<file path="src/rtl/pwm_pkg.sv">
// Shared types for the multi-channel PWM block: counting mode and
// up/down direction of the shared period counter.
package pwm_pkg;

    typedef enum logic {PWM_EDGE, PWM_CENTER} pwm_mode_e;
    typedef enum logic {CNT_UP, CNT_DOWN} cnt_dir_e;

endpackage

</file>
<file path="src/rtl/pwm_ch.sv">
// One PWM channel: pending/active duty pair, compare against the shared
// counter, polarity inversion and the registered output.
module pwm_ch #(
    parameter int CNT_W = 8
) (
    input  logic             clk,
    input  logic             rst_n,
    input  logic             en,
    input  logic             load,
    input  logic             wr,
    input  logic [CNT_W-1:0] duty_in,
    input  logic [CNT_W-1:0] cnt,
    input  logic             inv,
    output logic             pwm
);

    logic [CNT_W-1:0] duty_pend_r;
    logic [CNT_W-1:0] duty_act_r;
    logic [CNT_W-1:0] duty_src_s;

    // A write coinciding with a load goes straight to the active register.
    assign duty_src_s = wr ? duty_in : duty_pend_r;

    // Duty shadow registers and the compare/polarity output flop.
    always_ff @(posedge clk or negedge rst_n) begin
        if (!rst_n) begin
            duty_pend_r <= '0;
            duty_act_r  <= '0;
            pwm         <= 1'b0;
        end else begin
            if (wr) begin
                duty_pend_r <= duty_in;
            end
            if (load) begin
                duty_act_r <= duty_src_s;
            end
            pwm <= en ? ((cnt < duty_act_r) ^ inv) : inv;
        end
    end

endmodule

</file>
<file path="src/rtl/pwm_multi.sv">
// N-channel PWM generator: one shared edge/center-aligned period counter
// with shadowed period/mode, per-channel double-buffered duty.
module pwm_multi
    import pwm_pkg::*;
#(
    parameter int NUM_CH = 4,
    parameter int CNT_W  = 8
) (
    input  logic                    clk,
    input  logic                    rst_n,
    input  logic                    en,
    input  logic                    center_mode,
    input  logic [CNT_W-1:0]        period,
    input  logic [NUM_CH-1:0]       duty_wr,
    input  logic [NUM_CH*CNT_W-1:0] duty_in,
    input  logic [NUM_CH-1:0]       inv,
    output logic [NUM_CH-1:0]       PWM_sig,
    output logic                    prd_done
);

    localparam logic [CNT_W-1:0] CNT_ONE = CNT_W'(1);

    logic [CNT_W-1:0] cnt_r;
    logic [CNT_W-1:0] cnt_nxt_s;
    logic [CNT_W-1:0] prd_act_r;
    cnt_dir_e         dir_r;
    cnt_dir_e         dir_nxt_s;
    pwm_mode_e        mode_act_r;
    pwm_mode_e        mode_pend_s;
    logic             wrap_s;
    logic             load_s;

    assign mode_pend_s = center_mode ? PWM_CENTER : PWM_EDGE;
    // While idle the active registers follow the pending values every cycle.
    assign load_s      = wrap_s | ~en;

    // Next count and direction; the defaults describe a wrap back to 0.
    always_comb begin
        cnt_nxt_s = '0;
        dir_nxt_s = CNT_UP;
        wrap_s    = 1'b0;
        if (!en) begin
            wrap_s = 1'b0;
        end else begin
            case (mode_act_r)
                PWM_EDGE: begin
                    if (cnt_r >= prd_act_r) begin
                        wrap_s = 1'b1;
                    end else begin
                        cnt_nxt_s = cnt_r + CNT_ONE;
                    end
                end
                PWM_CENTER: begin
                    case (dir_r)
                        CNT_UP: begin
                            if (cnt_r < prd_act_r) begin
                                cnt_nxt_s = cnt_r + CNT_ONE;
                                dir_nxt_s = CNT_UP;
                            end else if (prd_act_r <= CNT_ONE) begin
                                // With P of 0 or 1 the down leg would land on 0.
                                wrap_s = 1'b1;
                            end else begin
                                cnt_nxt_s = prd_act_r - CNT_ONE;
                                dir_nxt_s = CNT_DOWN;
                            end
                        end
                        CNT_DOWN: begin
                            if (cnt_r <= CNT_ONE) begin
                                wrap_s = 1'b1;
                            end else begin
                                cnt_nxt_s = cnt_r - CNT_ONE;
                                dir_nxt_s = CNT_DOWN;
                            end
                        end
                        default: wrap_s = 1'b1;
                    endcase
                end
                default: wrap_s = 1'b1;
            endcase
        end
    end

    // Counter, direction, active period/mode and the boundary tick.
    always_ff @(posedge clk or negedge rst_n) begin
        if (!rst_n) begin
            cnt_r      <= '0;
            dir_r      <= CNT_UP;
            prd_act_r  <= '0;
            mode_act_r <= PWM_EDGE;
            prd_done   <= 1'b0;
        end else begin
            cnt_r    <= cnt_nxt_s;
            dir_r    <= dir_nxt_s;
            prd_done <= wrap_s;
            if (load_s) begin
                prd_act_r  <= period;
                mode_act_r <= mode_pend_s;
            end
        end
    end

    for (genvar i = 0; i < NUM_CH; i++) begin : g_ch
        pwm_ch #(
            .CNT_W(CNT_W)
        ) u_ch (
            .clk    (clk),
            .rst_n  (rst_n),
            .en     (en),
            .load   (load_s),
            .wr     (duty_wr[i]),
            .duty_in(duty_in[i*CNT_W +: CNT_W]),
            .cnt    (cnt_r),
            .inv    (inv[i]),
            .pwm    (PWM_sig[i])
        );
    end

endmodule

</file>
<file path="config.mk">
export PLATFORM = sky130hd
export DESIGN_NAME = pwm_multi
export DESIGN_NICKNAME = d
export VERILOG_FILES = /design/src/rtl/pwm_pkg.sv /design/src/rtl/pwm_ch.sv /design/src/rtl/pwm_multi.sv
export SDC_FILE = /design/constraint.sdc
export NUM_CORES = 1
export LEC_CHECK = 0
export BUFFER_PORTS_ARGS = -buffer_cell sky130_fd_sc_hd__buf_2
export CORE_MARGIN = 1
export CORE_UTILIZATION = 25
export DETAILED_ROUTE_END_ITERATION = 7
export PLACE_DENSITY = 0.48
export SLEW_MARGIN = 20
export SYNTH_ARGS = -nofsm -noshare
export SYNTH_HDL_FRONTEND = slang
export SYNTH_SLANG_ARGS = --single-unit
</file>
<file path="constraint.sdc">
create_clock -name clk -period 3.5 [get_ports clk]
set_input_delay 0.7 -clock clk [delete_from_list [all_inputs] [get_ports clk]]
set_output_delay 0.7 -clock clk [all_outputs]
set_load 0.005 [all_outputs]
</file>
# ---- Yosys cells after proc, flatten, opt, wreduce, memory -nomap -nowiden
# Index checks and enable logic that the tools add are counted.
# Widths: inputs -> output; s select.
dict set report totals {
  out_inout_bits 5
  inputBits 52
  regBits 87
  elab_cells 65
}
dict set report op_classes {
  n_lt_le_gt_ge 8
  n_addsub 3
  mux 29
  bitwise_logic 8
}
# operator count
set op_table {}
lappend op_table {{$mux 8} 9}
lappend op_table {{$lt 8x8->1} 5}
lappend op_table {{$pmux 8 s2} 2}
lappend op_table {{$le 8x1->1 const B} 2}
lappend op_table {{$sub 8x1->8 const B} 2}
lappend op_table {{$mux 1} 15}
lappend op_table {{$add 8x1->8 const B} 1}
lappend op_table {{$ge 8x8->1} 1}
lappend op_table {{$pmux 1 s2} 3}
lappend op_table {{$xor 1x1->1} 4}
lappend op_table {{$not 1->1} 3}
lappend op_table {{$or 1x1->1} 1}

# ---- Depth between registers and ports, before layout
dict set report logic_depth {
  ltp_word 7
  mapped_depth 10
  depth_no_buf 8
}

# ---- Cells and area by module
# Synthesis repeated with hierarchy kept, for this count alone.
dict set report hier_totals {
  hier_cells 451
  area_unflattened_um2 4953.5
}
# module cells_each instances seq_area_each_um2 area_each_um2
set modules_own_cells {}
lappend modules_own_cells {pwm_ch 67 4 425.4 827.0}
lappend modules_own_cells {pwm_multi 183 1 475.5 1645.3}

# ---- Least setup slack after synthesis
# No wires, ideal clock.
dict set report synth_timing {
  kind {reg-to-reg}
  start {register cnt_r[0]}
  end {register g_ch[0].u_ch.duty_act_r[1]}
  t_required_ns 3.375
  t_arrival_ns 2.304
  path_stages_with_launch 11
  path_buffers 2
  setup_slack_ns 1.071
  period_less_slack_ns 2.429
  setup_time_ns 0.125
  cell_sequence {dfrtp_1 clkbuf_1 inv_1 ha_1 nor2b_1 o211ai_1 a21oi_1 o21ai_2 a31oi_4 buf_6 mux2_2}
}
dict set report synth_via {
  elab_chain_len 6
  word_cells_on_any_way 10
  cone_classes {order compare: 3; mux: 6; bitwise: 1}
}
# element line
set synth_rtl {}
lappend synth_rtl {{start, declared} pwm_multi.sv:23} ;# logic [CNT_W-1:0] cnt_r;
lappend synth_rtl {{start signal, assigned} pwm_multi.sv:92} ;# cnt_r <= cnt_nxt_s;
lappend synth_rtl {{$le 8x1->1 / $lt 8x8->1 (equally long branches)} {pwm_multi.sv:68, pwm_multi.sv:56}}
lappend synth_rtl {{$mux 1, on equally long branches} {pwm_multi.sv:68, pwm_multi.sv:56}}
lappend synth_rtl {{$pmux 1 s2} pwm_multi.sv:54} ;# case (dir_r)
lappend synth_rtl {{$pmux 1 s2 *} pwm_multi.sv:45} ;# case (mode_act_r)
lappend synth_rtl {{$mux 1 *} pwm_multi.sv:42} ;# if (!en) begin
lappend synth_rtl {{$or 1x1->1 *} pwm_multi.sv:35} ;# assign load_s = wrap_s | ~en;
lappend synth_rtl {{end signal, assigned} pwm_ch.sv:35} ;# duty_act_r <= duty_src_s;
lappend synth_rtl {{end, declared} pwm_ch.sv:18} ;# logic [CNT_W-1:0] duty_act_r;
# Every way passes the cells marked *; elsewhere a longest branch is shown, timed or not.
# A chain may end at the register's enable or synchronous reset.

# ---- Worst setup path after layout
dict set report layout_timing {
  start {register cnt_r[0]}
  end {register prd_act_r[2]}
}
dict set report layout_via {
  elab_chain_len 6
  word_cells_on_any_way 10
  cone_classes {order compare: 3; mux: 6; bitwise: 1}
}
# element line
set layout_rtl {}
lappend layout_rtl {{$le 8x1->1 / $lt 8x8->1 (equally long branches)} {pwm_multi.sv:68, pwm_multi.sv:56}}
lappend layout_rtl {{$mux 1, on equally long branches} {pwm_multi.sv:68, pwm_multi.sv:56}}
lappend layout_rtl {{$pmux 1 s2} pwm_multi.sv:54}
lappend layout_rtl {{$pmux 1 s2 *} pwm_multi.sv:45}
lappend layout_rtl {{$mux 1 *} pwm_multi.sv:42}
lappend layout_rtl {{$or 1x1->1 *} pwm_multi.sv:35}
lappend layout_rtl {{end signal, assigned} pwm_multi.sv:96} ;# prd_act_r <= period;
lappend layout_rtl {{end, declared} pwm_multi.sv:25} ;# logic [CNT_W-1:0] prd_act_r;
# Marks and branches as above.

==> results.ini <==
[detailed_routing]
viasPerCell=4.48
drt-initial-drc-count=162
drt_pass1_iterations=4
route.vias.total=3347
drtAntennaViolNets=0
wire_per_inst_um=14.9
routed_wirelength_um=11100
drc=0

[power_and_ir_drop]
pwr-share-comb_pct=42.2
p_clk_share_pct=20.9
max-vdd-ir-drop_mv=0.280
power_density_nw_per_um2=761
netSwitchingFraction_pct=38.9
p_leak_nw=2.65
p_total_mw=4.34
p_sw_mw=1.68
internal_power_mw=2.65
seqPwrFrac_pct=36.9

[clock_tree]
cts_buffers=9
ctsRootBufferMaster=clkbuf_16
cts_hold_buf=0
clock-sinks=87
post_cts_buffers=0
clkTransAtPathRegs_ps=70
cts_tree=yes
cts_max_path_buffers=2
clkLatencyLatePin_ps=350
htree_levels=3
cts_resized=0

[timing]
fin_skew_ps=10.8
tightest_slew_ps=595
max_freq_ghz=0.336
finalSetupTns_ps=0
grt_setup_unrepaired=false
slew_headroom_pct=60.3
maxSlewViolCount=0
min_period_over_period_pct=85.1
min_period_ps=2980
setup-violations-final=0
hold_violations=0

[grt]
grt_use_total_pct=12.1
grt_start_max_net_pins=37
grt_pass1_vias=3576
antenna_found_initial=0
overflow=0
grt_pass1_wl_um=18400

[critical_path]
critPathKind=reg2reg
setup.worst_path.end_class=register
cp-start-kind=register
critPathArrivalTime_ps=3210
cp.required_ps=3740
cp_max_fo=24

[logic_synthesis]
synth-seq-cells=87
syn_nets=517
postSynthAreaPerCell_um2=11.5
ys_seq_area_share_pct=44.8
synth_flop_cell=dfrtp_1
ys_warn_count=0
yosysUniqueCellTypes=50
async_reset_ff_share_pct=100
syn_inst=424
synth-edff-count=0
syn_area_um2=4860

[floorplan]
num_rows=50
die_w_um=141
die_h_um=141
core_area_um2=18900
start_util_pct=25.7
ios=57
fp.dieArea_um2=20000

[final_layout]
drive_above_1_share_pct=26.9
final_cells=747
synthToLayoutAreaGrowth_pct=17.1
finalNetCount=575
diodes=0
multi_input_area_um2=2430
num-fill-cells=1961
regArea_um2=2180

[run_status]
status=finished, final reports clean

[placed_design]
io_buffers=56
globalplace.congestion=0.875
dpl.hpwl_um=8450
dp_cells=731

[worst_hold_path]
hold_path.class=in2async

[run]
drv_cap=0

routing by layer:
layer | global-route usage (%) | wire length [um] | part of all wire, %
met2 | 19.4 | 5140 | 46
met3 | 2.56 | 502 | 4.5
met1 | 15.6 | 5240 | 47
met4 | 5.83 | 248 | 2.2
met5 | 0 | 0 | 0
final timing paths:
check / start / endpoint / slack (ps) / cells past startpoint
max: cnt_r[0] / prd_act_r[2] / 520 / 9
min: rst_n / g_ch[0].u_ch.duty_pend_r[2] / 320 / 1
max reg2reg: cnt_r[0] / prd_act_r[2] / 520 / 9
min reg2reg: g_ch[3].u_ch.duty_act_r[6] / g_ch[3].u_ch.duty_act_r[6] / 490 / 1
max in group asynchronous: rst_n / prd_act_r[4] / 2420 / 2
min in group clk: g_ch[3].u_ch.duty_act_r[6] / g_ch[3].u_ch.duty_act_r[6] / 490 / 1
through the flow:
step	worst slack, ps	utilization [%]	hold WS [ps]	area [um^2]
after floorplan	1070	-	404	4860
after global placement	612	28.7	473	5420
after detailed placement	523	28.7	478	5420
after CTS	505	30.1	326	5700
after global routing	307	30.1	345	5700
final	522	30.1	315	5700
power groups by stage:
| stage | registers (mW) | logic, mW | clock network, mW |
|---|---|---|---|
| final | 1.60 | 1.83 | 0.905 |
| after global routing | 1.66 | 2.08 | 0.977 |
| after CTS | 1.61 | 1.85 | 0.943 |
| after detailed placement | 1.63 | 1.84 | 0 |
| after global placement | 1.61 | 1.80 | 0 |
| after floorplan | 1.51 | 1.43 | 0 |
area by class of cell:
type | count | area share, %
clock buffer | 12 | 4.33
clock inverter | 4 | 0.549
timing repair buffer | 63 | 5.89
inverter | 41 | 2.70
sequential | 87 | 38.2
tap | 260 | 5.71
multi-input combinational | 280 | 42.6
placed cells by master (no fill, tap or decap), types with 3 or more instances in the layout:
| cell | synthesis | layout |
|---|---|---|
| a211oi_1 | 8 | 8 |
| a21o_1 | 8 | 8 |
| a21oi_1 | 14 | 14 |
| a31oi_1 | 3 | 3 |
| and3_1 | 3 | 3 |
| buf_2 | 0 | 55 |
| buf_4 | 4 | 8 |
| clkbuf_16 | 0 | 9 |
| clkinvlp_4 | 0 | 3 |
| dfrtp_1 | 87 | 87 |
| ha_1 | 41 | 41 |
| inv_1 | 41 | 41 |
| mux2_1 | 28 | 28 |
| mux2_2 | 46 | 46 |
| nand2_1 | 11 | 11 |
| nand2b_1 | 7 | 7 |
| nand3_1 | 15 | 15 |
| nor2_1 | 14 | 14 |
| nor3_1 | 10 | 10 |
| nor4_1 | 3 | 3 |
| o21a_1 | 5 | 5 |
| o21ai_0 | 13 | 13 |
| or3_1 | 5 | 5 |
| xnor2_1 | 6 | 6 |
| xor2_1 | 11 | 11 |
flip-flops by register name, summed over array words and instances (netlist names):
register and flops:
g_ch.u_ch.pwm 4, prd_done 1, prd_act_r 8, g_ch.u_ch.duty_act_r 32, g_ch.u_ch.duty_pend_r 32, mode_act_r 1
cnt_r 8, dir_r 1
cell usage after synthesis (all sizes together), types with 2 or more instances:
cell type	instances	area share (%)
o21a	5	0.77
a211oi	8	1.2
or3	5	0.64
nand2b	7	0.90
clkbuf	8	0.62
dfrtp	87	45
nor4b	2	0.80
a21oi	14	1.4
a21o	8	1.2
nand3	15	1.5
mux2	74	17
nor3	10	1.0
inv	41	3.2
nand4	2	0.26
ha	41	11
a31oi	4	0.82
nor2	14	1.1
and3	3	0.39
o22ai	2	0.26
xnor2	6	1.1
nand2	11	0.85
o21ai	15	1.6
buf	8	1.5
nor4	5	1.1
xor2	11	2.0
nand3b	2	0.31
worst max-delay path, stage by stage, from the launching register on:
cell      delay (ps)
dfrtp_1          650
inv_1            160
ha_1             230
nor2b_1          130
o211ai_1         140
a21oi_1          470
o21ai_2          150
a31oi_4          190
buf_4            340
mux2_2           380
kinds of logic after synthesis:
group                    count (synthesis)  share of synthesized area, %
AO/OA/AOI/OAI                           69                          9.86
adder cells (fa/ha/maj)                 41                          10.6
buffers and inverters                   57                          5.33
flip-flops                              87                          44.8
AND/OR/NAND/NOR                         79                          9.29
multiplexers                            74                          17.1
XOR/XNOR                                17                          3.06
No activity file was read; power rests on OpenSTA's default activity.
